[src/rtl/pattern_scan_pkg.sv]
// rtl/pattern_scan_pkg.sv - shared types and constants for the pattern scan sequencer
package pattern_scan_pkg;

    localparam int DEF_WORD_W = 8;
    localparam int DEF_PAT_W  = 4;
    localparam int DEF_DEPTH  = 9;
    localparam int DEF_ADDR_W = 4;

    localparam int NUM_WIN = DEF_WORD_W - DEF_PAT_W + 1;
    localparam logic [3:0] BCD_MAX = 4'd9;

    typedef enum logic [2:0] {
        ST_IDLE  = 3'd0,
        ST_FETCH = 3'd1,
        ST_WAIT  = 3'd2,
        ST_SCAN  = 3'd3,
        ST_DONE  = 3'd4
    } state_e;

    // Number of window positions for an arbitrary word/pattern pairing.
    function automatic int num_win(input int word_w, input int pat_w);
        return word_w - pat_w + 1;
    endfunction

endpackage

[src/rtl/pattern_scan_ctrl_bcd_sat_counter.sv]
// rtl/pattern_scan_ctrl_bcd_sat_counter.sv - BCD match counter saturating at 9 with sticky overflow
module bcd_sat_counter
    import pattern_scan_pkg::*;
(
    input  logic       clk_i,
    input  logic       rst_ni,
    input  logic       clr_i,
    input  logic       inc_i,
    output logic [3:0] count_o,
    output logic       overflow_o
);

    logic [3:0] count_q, count_d;
    logic       overflow_q, overflow_d;

    always_comb begin
        count_d    = count_q;
        overflow_d = overflow_q;
        if (clr_i) begin
            count_d    = 4'd0;
            overflow_d = 1'b0;
        end else if (inc_i) begin
            // Once saturated, further matches only flag the lost counts.
            if (count_q == BCD_MAX) begin
                overflow_d = 1'b1;
            end else begin
                count_d = count_q + 4'd1;
            end
        end
    end

    always_ff @(posedge clk_i or negedge rst_ni) begin
        if (!rst_ni) begin
            count_q    <= 4'd0;
            overflow_q <= 1'b0;
        end else begin
            count_q    <= count_d;
            overflow_q <= overflow_d;
        end
    end

    assign count_o    = count_q;
    assign overflow_o = overflow_q;

endmodule

[src/rtl/pattern_scan_ctrl.sv]
// rtl/pattern_scan_ctrl.sv - walks data memory and counts windows matching a latched pattern
module pattern_scan_ctrl
    import pattern_scan_pkg::*;
#(
    parameter int WORD_W = DEF_WORD_W,
    parameter int PAT_W  = DEF_PAT_W,
    parameter int DEPTH  = DEF_DEPTH,
    parameter int ADDR_W = DEF_ADDR_W
) (
    input  logic              clk_i,
    input  logic              rst_ni,
    input  logic              start_i,
    input  logic              abort_i,
    input  logic [PAT_W-1:0]  x_i,
    output logic [ADDR_W-1:0] mem_addr_o,
    output logic              mem_rd_o,
    input  logic [WORD_W-1:0] mem_data_i,
    output logic [2:0]        sel1_o,
    output logic              busy_o,
    output logic              done_o,
    output logic [3:0]        count_o,
    output logic              overflow_o
);

    localparam logic [2:0]        LAST_K = 3'(num_win(WORD_W, PAT_W) - 1);
    localparam logic [ADDR_W-1:0] LAST_A = ADDR_W'(DEPTH - 1);

    state_e state_q, state_d;

    logic [PAT_W-1:0]  x_q, x_d;
    logic [WORD_W-1:0] word_q, word_d;
    logic [ADDR_W-1:0] addr_q, addr_d;
    logic [2:0]        sel1_q, sel1_d;

    logic start_acc;
    logic match;
    logic last_win;
    logic last_addr;

    assign start_acc = (state_q == ST_IDLE) && start_i && !abort_i;
    assign last_win  = (sel1_q >= LAST_K);
    assign last_addr = (addr_q >= LAST_A);

    // Window k is LSB-aligned: k=0 selects word_q[PAT_W-1:0].
    logic [WORD_W-1:0] word_shr;
    assign word_shr = word_q >> sel1_q;
    assign match    = (word_shr[PAT_W-1:0] == x_q);

    always_ff @(posedge clk_i or negedge rst_ni) begin
        if (!rst_ni) begin
            state_q <= ST_IDLE;
        end else begin
            state_q <= state_d;
        end
    end

    always_comb begin
        state_d = state_q;
        if (state_q == ST_IDLE) begin
            if (start_acc) begin
                state_d = ST_FETCH;
            end
        end else if (abort_i) begin
            state_d = ST_IDLE;
        end else begin
            case (state_q)
                ST_FETCH: state_d = ST_WAIT;
                ST_WAIT:  state_d = ST_SCAN;
                ST_SCAN: begin
                    if (!last_win) begin
                        state_d = ST_SCAN;
                    end else if (!last_addr) begin
                        state_d = ST_FETCH;
                    end else begin
                        state_d = ST_DONE;
                    end
                end
                ST_DONE:  state_d = ST_IDLE;
                default:  state_d = ST_IDLE;
            endcase
        end
    end

    always_comb begin
        mem_rd_o = (state_q == ST_FETCH);
        busy_o   = (state_q != ST_IDLE);
        done_o   = (state_q == ST_DONE);
    end

    always_comb begin
        x_d    = x_q;
        word_d = word_q;
        addr_d = addr_q;
        sel1_d = sel1_q;
        if (start_acc) begin
            x_d    = x_i;
            addr_d = '0;
            sel1_d = 3'd0;
        end else if (state_q != ST_IDLE && abort_i) begin
            sel1_d = 3'd0;
        end else begin
            case (state_q)
                ST_WAIT: begin
                    word_d = mem_data_i;
                    sel1_d = 3'd0;
                end
                ST_SCAN: begin
                    if (!last_win) begin
                        sel1_d = sel1_q + 3'd1;
                    end else begin
                        sel1_d = 3'd0;
                        if (!last_addr) begin
                            addr_d = addr_q + 1'b1;
                        end
                    end
                end
                default: ;
            endcase
        end
    end

    always_ff @(posedge clk_i or negedge rst_ni) begin
        if (!rst_ni) begin
            x_q    <= '0;
            word_q <= '0;
            addr_q <= '0;
            sel1_q <= 3'd0;
        end else begin
            x_q    <= x_d;
            word_q <= word_d;
            addr_q <= addr_d;
            sel1_q <= sel1_d;
        end
    end

    assign mem_addr_o = addr_q;
    assign sel1_o     = sel1_q;

    bcd_sat_counter u_count (
        .clk_i      (clk_i),
        .rst_ni     (rst_ni),
        .clr_i      (start_acc),
        .inc_i      ((state_q == ST_SCAN) && match),
        .count_o    (count_o),
        .overflow_o (overflow_o)
    );

endmodule

[config.mk]
export PLATFORM = sky130hd
export DESIGN_NAME = pattern_scan_ctrl
export DESIGN_NICKNAME = d
export VERILOG_FILES = /design/src/rtl/pattern_scan_pkg.sv /design/src/rtl/pattern_scan_ctrl_bcd_sat_counter.sv /design/src/rtl/pattern_scan_ctrl.sv
export SDC_FILE = /design/constraint.sdc
export NUM_CORES = 1
export LEC_CHECK = 0
export BUFFER_PORTS_ARGS = -buffer_cell sky130_fd_sc_hd__buf_4
export CELL_PAD_IN_SITES_DETAIL_PLACEMENT = 0
export CELL_PAD_IN_SITES_GLOBAL_PLACEMENT = 1
export CORE_MARGIN = 4
export CORE_UTILIZATION = 40
export DETAILED_ROUTE_END_ITERATION = 12
export MAX_ROUTING_LAYER = met4
export PLACE_DENSITY_LB_ADDON = 0.1
export SYNTH_ARGS = -nofsm -noshare
export SYNTH_HDL_FRONTEND = slang
export SYNTH_HIERARCHICAL = 1
export SYNTH_SLANG_ARGS = --single-unit
[constraint.sdc]
create_clock -name clk_i -period 4.8 [get_ports clk_i]
set_input_delay 1.2 -clock clk_i [delete_from_list [all_inputs] [get_ports clk_i]]
set_output_delay 1.2 -clock clk_i [all_outputs]
set_load 0.05 [all_outputs]
# Yosys cells after proc, flatten, opt, wreduce, memory -nomap -nowiden

Cells that the tools add are included.

Memories kept: 0
ROM bits: 0
Register bits: 27
Bits in writable memories: 0
Latch bits: 0

$lt $le $gt $ge: 2
Muxes and demuxes: 21
Multiply operators: 0
Bitwise operators: 2
Reduce and logical (&&, ||, !) cells: 16
Eq/ne operators: 10
Div/mod/pow operators: 0
Shifts and indexed selects: 1
Add/sub/neg operators: 3

Operator list:

| operator                                      | count |
|---|---|
| 2-to-1 mux 4 bit                              | 8 |
| 2-to-1 mux 3 bit                              | 8 |
| one-hot mux 3 bit (3 select lines)            | 1 |
| adder 4 x 1 -> 4 bit, second input constant   | 2 |
| != test 2 bit, second input constant          | 4 |
| nonzero test 2 bit                            | 4 |
| >> shifter 8 x 3 -> 4 bit                     | 1 |
| == test 3 x 2 -> 1 bit, second input constant | 2 |
| one-hot mux 3 bit (2 select lines)            | 1 |
| == test 4 bit                                 | 1 |
| == test 4 bit, second input constant          | 1 |
| >= comparator 4 bit, second input constant    | 1 |
| logical AND 1 bit                             | 4 |
| AND reduction 2 bit                           | 2 |
| AND reduction 4 bit                           | 1 |
| nonzero test 4 bit                            | 1 |
| adder 3 x 1 -> 3 bit, second input constant   | 1 |
| == test 3 x 1 -> 1 bit, second input constant | 1 |
| == test 3 bit, second input constant          | 1 |
| >= comparator 3 bit, second input constant    | 1 |
| logical NOT 3 bit                             | 1 |
| 2-to-1 mux 1 bit                              | 3 |
| AND reduction 3 bit                           | 1 |
| nonzero test 3 bit                            | 1 |
| 2 further kinds                               | 3 |

# Logic depth before layout (Yosys ltp)

Gate-level depths: netlist (run 1).

Word-level depth: 6
Gate-level depth with buffers: 9
Mapped depth without buffers: 8

# Hierarchy

The synthesis (run 1) kept the hierarchy.

Modules (own cells, without submodules):

| module            | cells an instance | instances | seq. area each (µm²) | area each (µm²) |
|---|---|---|---|---|
| pattern_scan_ctrl | 109               | 1         | 550.5                | 1251.2 |
| bcd_sat_counter   | 26                | 1         | 125.1                | 259.0 |

# Least setup slack after synthesis (run 1)

No wires, ideal clock.

Kind: reg-to-output
From: register state_q[0]
To: output port mem_rd_o
Slack: 1.986 ns
Arrival time: 1.614 ns
Path buffers: 1
Stages on the path, launching flop included: 3
Data required time: 3.600 ns
Path through: dfrtp_1 buf_6 nor3b_1

Cells in the longest elaborated chain, start to end: 1

Ends and longest elaborated chain:

| what                   | line                    | source |
|---|---|---|
| start, declared        | pattern_scan_ctrl.sv:28 | `state_e state_q, state_d;` |
| start signal, assigned | pattern_scan_ctrl.sv:53 | `state_q <= state_d;` |
| == test 3 x 1 -> 1 bit | pattern_scan_ctrl.sv:85 | `mem_rd_o = (state_q == ST_FETCH);` |
| end, declared          | pattern_scan_ctrl.sv:16 | `output logic mem_rd_o,` |

Every way passes these cells.

# Worst setup path in the final report (run 1)

From: register sel1_q[0] (netlist: sel1_o[0])
To: register u_count.count_q[0] (netlist: u_count/count_o[0])

Cells in the longest elaborated chain, start to end: 5

Ends and longest elaborated chain:

| what                          | line                                    | source |
|---|---|---|
| start, declared               | pattern_scan_ctrl.sv:33                 | `logic [2:0] sel1_q, sel1_d;` |
| start signal, assigned        | pattern_scan_ctrl.sv:132                | `sel1_q <= sel1_d;` |
| >> shifter 8 x 3 -> 4 bit     | pattern_scan_ctrl.sv:46                 | `assign word_shr = word_q >> sel1_q;` |
| == test 4 bit                 | pattern_scan_ctrl.sv:47                 | `assign match = (word_shr[PAT_W-1:0] == x_q);` |
| logical AND 1 bit             | pattern_scan_ctrl.sv:143                | `.inc_i ((state_q == ST_SCAN) && match),` |
| nonzero test 2 bit (no line)  | --                                      |  |
| AND reduction 2 bit (no line) | --                                      |  |
| end signal, assigned          | pattern_scan_ctrl_bcd_sat_counter.sv:37 | `count_q <= count_d;` |
| end, declared                 | pattern_scan_ctrl_bcd_sat_counter.sv:13 | `logic [3:0] count_q, count_d;` |

Every way passes these cells.
A chain may end at the register's enable or synchronous reset.

==> flow_summary.toml, run 1 <==
[setup_path]
path_cells = "mux4_1 -> mux2i_1 -> xor2_1 -> nand3_1 -> nor4_2 -> o21a_1 -> mux2_1"
path_delay_family = "multiplexers"
end_kind = "register"
path_class = "register to register"
crit_path_top_delay_cell = "dfrtp_1"
path_buf_inv = 0
cp_max_fo = 13
required_ps = 4970
arrival_ps = 2960
critPathLaunchType = "register"
slowest_delay_ps = 660

[clock_tree]
numCtsBuffers = 3
clk_latency_ps = 280
htreeDepth = 1
clock_sinks = 27
ctsResizeCount = 0
clk_pin_slew_ps = 90
hold_buffers = 0
cts_buffer_depth = 2
tritoncts = "done"
clock-root-buffer = "clkbuf_8"
post_cts_buffers = 0

[power_and_ir_drop]
cellPowerDensity_nw_per_um2 = 318.5
p_sw_frac = 0.3021
totalPowerFinal_w = 0.0005746
combPwrFrac = 0.251
p_leak_nw = 0.8148
pwr-share-seq = 0.519
p_int_w = 0.0004011
power_frac_clock = 0.230
p_sw_w = 0.0001736
ir_worst_vdd_v = 0.0001479

[global_routing]
grt_pass1_wl_um = 5216
antenna_found_initial = 0
grt_max_degree = 28
grt_pass1_vias = 1096
overflow = 0
track_usage = 0.1380

[placed_design]
gp_congestion = 0.7583
place_area_um2 = 1759
dp_cells = 209
portBuffers = 30
hpwl_um = 2186

[layout]
antenna_cells = 0
nets = 188
layoutNonFillerInstCount = 213
finish.utilization = 0.4928
layout-drive-gt1-share = 0.3152
areaGrowthSynthToFinish_pct = 19.47
stdcell_area_um2 = 1804

[sta]
rsz0062_at_grt = "false"
hold_viol_final = 0
setup_violations = 0
min_period_over_period = 0.5825
maxSlewViolCount = 0
slew_headroom = 0.5736
fmax_mhz = 357.7
clock_skew_ps = 1.072
worstMarginPinSlew_ps = 636.1
layout_min_cycle_time_ps = 2796
fin_tns_setup_ps = 0

[logic_synthesis]
synth.net_count = 157
ys_types = 37
yosysTopAreaCell = "dfrtp_1"
seq_area_frac_synth = 0.4474
syn_avg_cell_area_um2 = 11.19
syn_area_um2 = 1510
async_reset_ff_frac = 1.000
synthTopCellsByArea = "dfrtp_1, mux2_2, ha_1, mux2i_1, nor2_1"
yosysTopAreaCellShare = 0.4474
synth-main-ff-cell = "dfrtp_1"
synth_seq_cells = 27
ys_warn_count = 6
synth-edff-count = 0
postSynthCellCount = 135

[run_status]
status = "finished clean"

[detailed_routing]
drt-initial-drc-count = 50
drtAntennaViolNets = 0
vias_per_cell = 5.019
drc = 0
detail_route.wl_per_cell_um = 13.86
via_count = 1069
wirelength_um = 2952
first_pass_iters = 3

[min_path]
min_path_type = "register to register"

[floorplanning]
dieArea_um2 = 4823
io_pins = 31
core_area_um2 = 3661
start_util = 0.4125
fp.dieH_um = 69.45
row_count = 22
die_w_um = 69.45

[job]
cap_violations = 0
[metrics by stage]
| stage | hold slack [ps] | setup slack, ps |
|---|---|---|
| 3_5_place_dp | 495.2 | 1998 |
| 4_1_cts | 520.8 | 1975 |
| 5_1_grt | 553.2 | 1793 |
| 6_report | 516.9 | 2004 |
| 2_1_floorplan | 476.0 | 1986 |
| 3_3_place_gp | 502.9 | 2098 |
[per-layer routing]
layer / vias to the layer above / wire [um] / global-route usage
li1: 535 / - / -
met1: 509 / 1339 / 0.1728
met2: 20 / 1417 / 0.2150
met3: 5 / 130 / 0.02609
met4: 0 / 64 / 0.06508
met5: - / 0 / -
[final timing paths]
kind / from / to / slack (ps) / depth (start not counted)
min: u_count/overflow_o / u_count/overflow_o / 520 / 2
max: sel1_o[0] / u_count/count_o[0] / 2000 / 7
min reg2reg: u_count/overflow_o / u_count/overflow_o / 520 / 2
max reg2reg: sel1_o[0] / u_count/count_o[0] / 2000 / 7
max in group asynchronous: rst_ni / u_count/count_o[0] / 3720 / 1
min in group asynchronous: rst_ni / word_q[4] / 820 / 1
[kinds of logic after synthesis]
kind of cell,count (synthesis),synth area share
AO/OA/AOI/OAI,15,0.06463
XOR/XNOR,7,0.04060
adder cells (fa/ha/maj),6,0.04971
buffers and inverters,11,0.04391
flip-flops,27,0.4474
multiplexers,23,0.1872
AND/OR/NAND/NOR,46,0.1665
[final cells by class]
type	count	area, um2
Clock buffer	4	45.04
Tap cell	48	60.06
Fill cell	340	1857
Sequential cell	27	675.6
Inverter	6	22.52
Multi-Input combinational cell	97	768.2
Timing Repair Buffer	31	232.7
[power by group through the flow]
stage               logic, W  clock network [W]  registers [W]
floorplan           0.000114                  0       0.000292
global placement    0.000142                  0       0.000301
detailed placement  0.000147                  0       0.000303
CTS                 0.000147           0.000138       0.000298
global route        0.000159           0.000146       0.000304
finish              0.000144           0.000132       0.000298
[cell usage after synthesis, types with 2 or more instances]
cell type,n
and2_1,2
a41oi_1,2
nor4_2,2
ha_1,6
mux2i_1,5
a21oi_1,7
nor3b_1,3
nor3_1,4
buf_6,3
buf_2,2
dfrtp_1,27
mux2_2,13
xnor2_1,4
xor2_1,3
nand3_1,2
nor2b_1,3
nand2_1,8
nand4_1,2
nor2_1,13
mux2_1,2
inv_1,6
[placed cells by master (no fill, tap or decap), types with 3 or more instances in the layout]
cell,synthesis,final
nor2_1,13,13
xnor2_1,4,4
nor3b_1,3,3
xor2_1,3,3
nand2_1,8,8
buf_4,0,31
dfrtp_1,27,27
nor2b_1,3,3
a21oi_1,7,7
mux2i_1,5,5
ha_1,6,6
mux2_2,13,13
nor3_1,4,4
inv_1,6,6
clkbuf_8,0,3
[worst register-to-register path, cell delays in order, from the launching register on]
cell and delay, ps:
dfrtp_1 660, mux4_1 640, mux2i_1 190, xor2_1 180, nand3_1 120, nor4_2 350
o21a_1 230, mux2_1 320
[registers in the layout (all words and copies together), names as in the netlist]
register,count
mem_addr_o,4
sel1_o,3
state_q,3
u_count/count_o,4
u_count/overflow_o,1
word_q,8
x_q,4
Power figures use the tool's default switching activity.
==> run 2, diff against run 1 <==
ABC_AREA = 1   (was unset)
clock period = 2.7 ns   (was 4.8 ns; I/O delays follow)
==> run 2 against run 1 <==
Core utilization decreased by 0.46 points. Critical path depth rose by 6. Clock power up 80%. Final area grew 9.0%. Sequential cell count is the same. Sequential power grew 120%. Synthesized area increased by 11%. Sequential share of layout area is 3.1 points lower. Hold slack lost 210 ps. Clock skew is 3.0 ps higher. Critical endpoint is now u_count/count_o[3]. Highest routed layer unchanged.
==> flow_summary.toml, run 2 <==
[run_status]
status = "finished clean"

[layout]
regArea_um2 = 675.6
layout-drive-gt1-share = 0.2551
largest_register_ffs = 8
antenna_cells = 0
fill_cells = 424
final_common_cell = "nand2_1"
multiInputGateArea_um2 = 823.3
regMostFlops = "word_q"
nets = 266
areaGrowthSynthToFinish_pct = 17.75
final_cell_mix = "nand2_1, buf_4, inv_1, dfrtp_1, nand3_1"

[clock_tree]
clock-root-buffer = "clkbuf_8"
htreeDepth = 1
ctsResizeCount = 0
cts_buffer_depth = 2
clock_sinks = 27
post_cts_buffers = 0
numCtsBuffers = 3
clk_pin_slew_ps = 100
hold_buffers = 0
tritoncts = "done"
clk_latency_ps = 270

[floorplanning]
die_w_um = 72.62
row_count = 23
dieArea_um2 = 5274
start_util = 0.4146
fp.dieH_um = 72.62
io_pins = 31
core_area_um2 = 4029

[setup_path]
arrival_ps = 2390
path_class = "register to register"
cpMostUsedCell = "nand2_1"
slowest_delay_ps = 560
crit_cells = 13
required_ps = 2870
r2r-end = "u_count/count_o[3]"
timing.rr.start = "sel1_o[0]"
path_cells = "inv_2 -> o21ai_0 -> nand2_1 -> nand2_1 -> nand2_1 -> nand2_1 -> nand3_1 -> nor2_1 -> nand2_2 -> nor2_2 -> nand2_1 -> nand2_1 -> nor2_1"
end_kind = "register"
critPathLaunchType = "register"
crit_path_top_delay_cell = "dfrtp_1"
path_buf_inv = 1
reg2reg_depth = 13
cp_max_fo = 11
path_delay_family = "simple AND/OR/NAND/NOR gates"
reg2reg_slack_ps = 480

[power_and_ir_drop]
cellPowerDensity_nw_per_um2 = 853.1
ir_worst_vdd_v = 0.0004675
p_leak_nw = 1.035

[detailed_routing]
drtAntennaViolNets = 0
wirelength_um = 3445
first_pass_iters = 4
via_count = 1413
drc = 0
drt-initial-drc-count = 61
detail_route.wl_per_cell_um = 11.76
vias_per_cell = 4.823

[logic_synthesis]
syn_area_um2 = 1670
synth.most_common_cell = "nand2_1"
yosysTopAreaCell = "dfrtp_1"
synth-edff-count = 0
seq_area_frac_synth = 0.4045
synth-main-ff-cell = "dfrtp_1"
ys_warn_count = 6
synthTopCellsByArea = "dfrtp_1, nand2_1, nand3_1, inv_1, ha_1"
async_reset_ff_frac = 1.000
ys_types = 30
synth.net_count = 236
yosys-top-cells-count = "nand2_1, dfrtp_1, inv_1"
yosysTopAreaCellShare = 0.4045
syn_avg_cell_area_um2 = 7.805
synth_seq_cells = 27
postSynthCellCount = 214

[sta]
fmax_mhz = 451.1
maxSlewViolCount = 0
min_period_over_period = 0.8210
clock_skew_ps = 4.083
setup_violations = 0
hold_viol_final = 0
rsz0062_at_grt = "false"
slew_headroom = 0.6520
final.setup.worst_slack_ps = 483.2
worstMarginPinSlew_ps = 520.1
layout_min_cycle_time_ps = 2217
fin_tns_setup_ps = 0

[global_routing]
grt_pass1_wl_um = 5747
overflow = 0
antenna_found_initial = 0
grt_pass1_vias = 1293
track_usage = 0.1423
grt_max_degree = 28

[placed_design]
gp_congestion = 0.8621
place_ws_ps = 471.8
hpwl_um = 2611
portBuffers = 30

[job]
cap_violations = 0

[min_path]
min_path_type = "input port to async pin"
## run 2: cell types whose count changed after synthesis, moves of 5 or more
cell     change
nand2_1     +49
nand3_1     +24
inv_1       +21
mux2_2      -13
o21ai_0      +9
o21ai_2      +7
inv_2        +5
mux2i_1      -5
## run 2: worst max-delay path by stage
stage | startpoint | end | slack (ps)
global placement | sel1_o[0] | u_count/count_o[3] | 560
detailed placement | sel1_o[0] | u_count/count_o[3] | 470
CTS | sel1_o[0] | u_count/count_o[3] | 450
global route | sel1_o[0] | u_count/count_o[3] | 170
finish | sel1_o[0] | u_count/count_o[3] | 480
floorplan | state_q[0] | mem_rd_o | 480
## run 2: final cells by class
class,count,share of cell area
Sequential cell,27,0.3435
Multi-Input combinational cell,148,0.4186
Tap cell,50,0.03181
Inverter,33,0.06298
Clock inverter,1,0.003817
Clock buffer,3,0.02099
Timing Repair Buffer,31,0.1183
## run 2: kinds of logic (layout without fill, tap and decap cells)
| group | after synthesis | in the layout | synth area share |
|---|---|---|---|
| fa+ha+maj | 6 | 6 | 0.04494 |
| simple gates | 113 | 113 | 0.3348 |
| buf+inv | 39 | 68 | 0.1026 |
| flops | 27 | 27 | 0.4045 |
| compound gates | 29 | 29 | 0.1131 |
## run 2: worst reg2reg max path: stages, from the launching register on
cell and delay [ps]:
dfrtp_1 560, inv_2 160, o21ai_0 270, nand2_1 110
nand2_1 80, nand2_1 50, nand2_1 60, nand3_1 70
nor2_1 410, nand2_2 90, nor2_2 110, nand2_1 50
nand2_1 60, nor2_1 40
## run 2: report_power, final
group / total, W / internal, W / switching, W
combinational: 0.000798 / 0.000275 / 0.000523
sequential: 0.000642 / 0.000521 / 0.000121
clock: 0.000238 / 0.000105 / 0.000133
## run 2: layer usage
layer  routed length (um)  global-route usage  share of wire
met1                 1645              0.1853           0.48
met2                 1608              0.2234           0.47
met3                  168             0.04132          0.049
met4                   22             0.02459         0.0064
met5                    0                   -              0
## run 2: through the flow
step,instances,total power (W),utilization,cell area (um2),hold slack [ps]
2_1_floorplan,214,0.001280,-,1670,379.4
3_3_place_gp,289,0.001459,0.4761,1918,483.9
3_5_place_dp,289,0.001460,0.4761,1918,487.2
4_1_cts,293,0.001708,0.4882,1967,307.6
5_1_grt,293,0.001833,0.4882,1967,308.9
6_report,293,0.001678,0.4882,1967,302.4
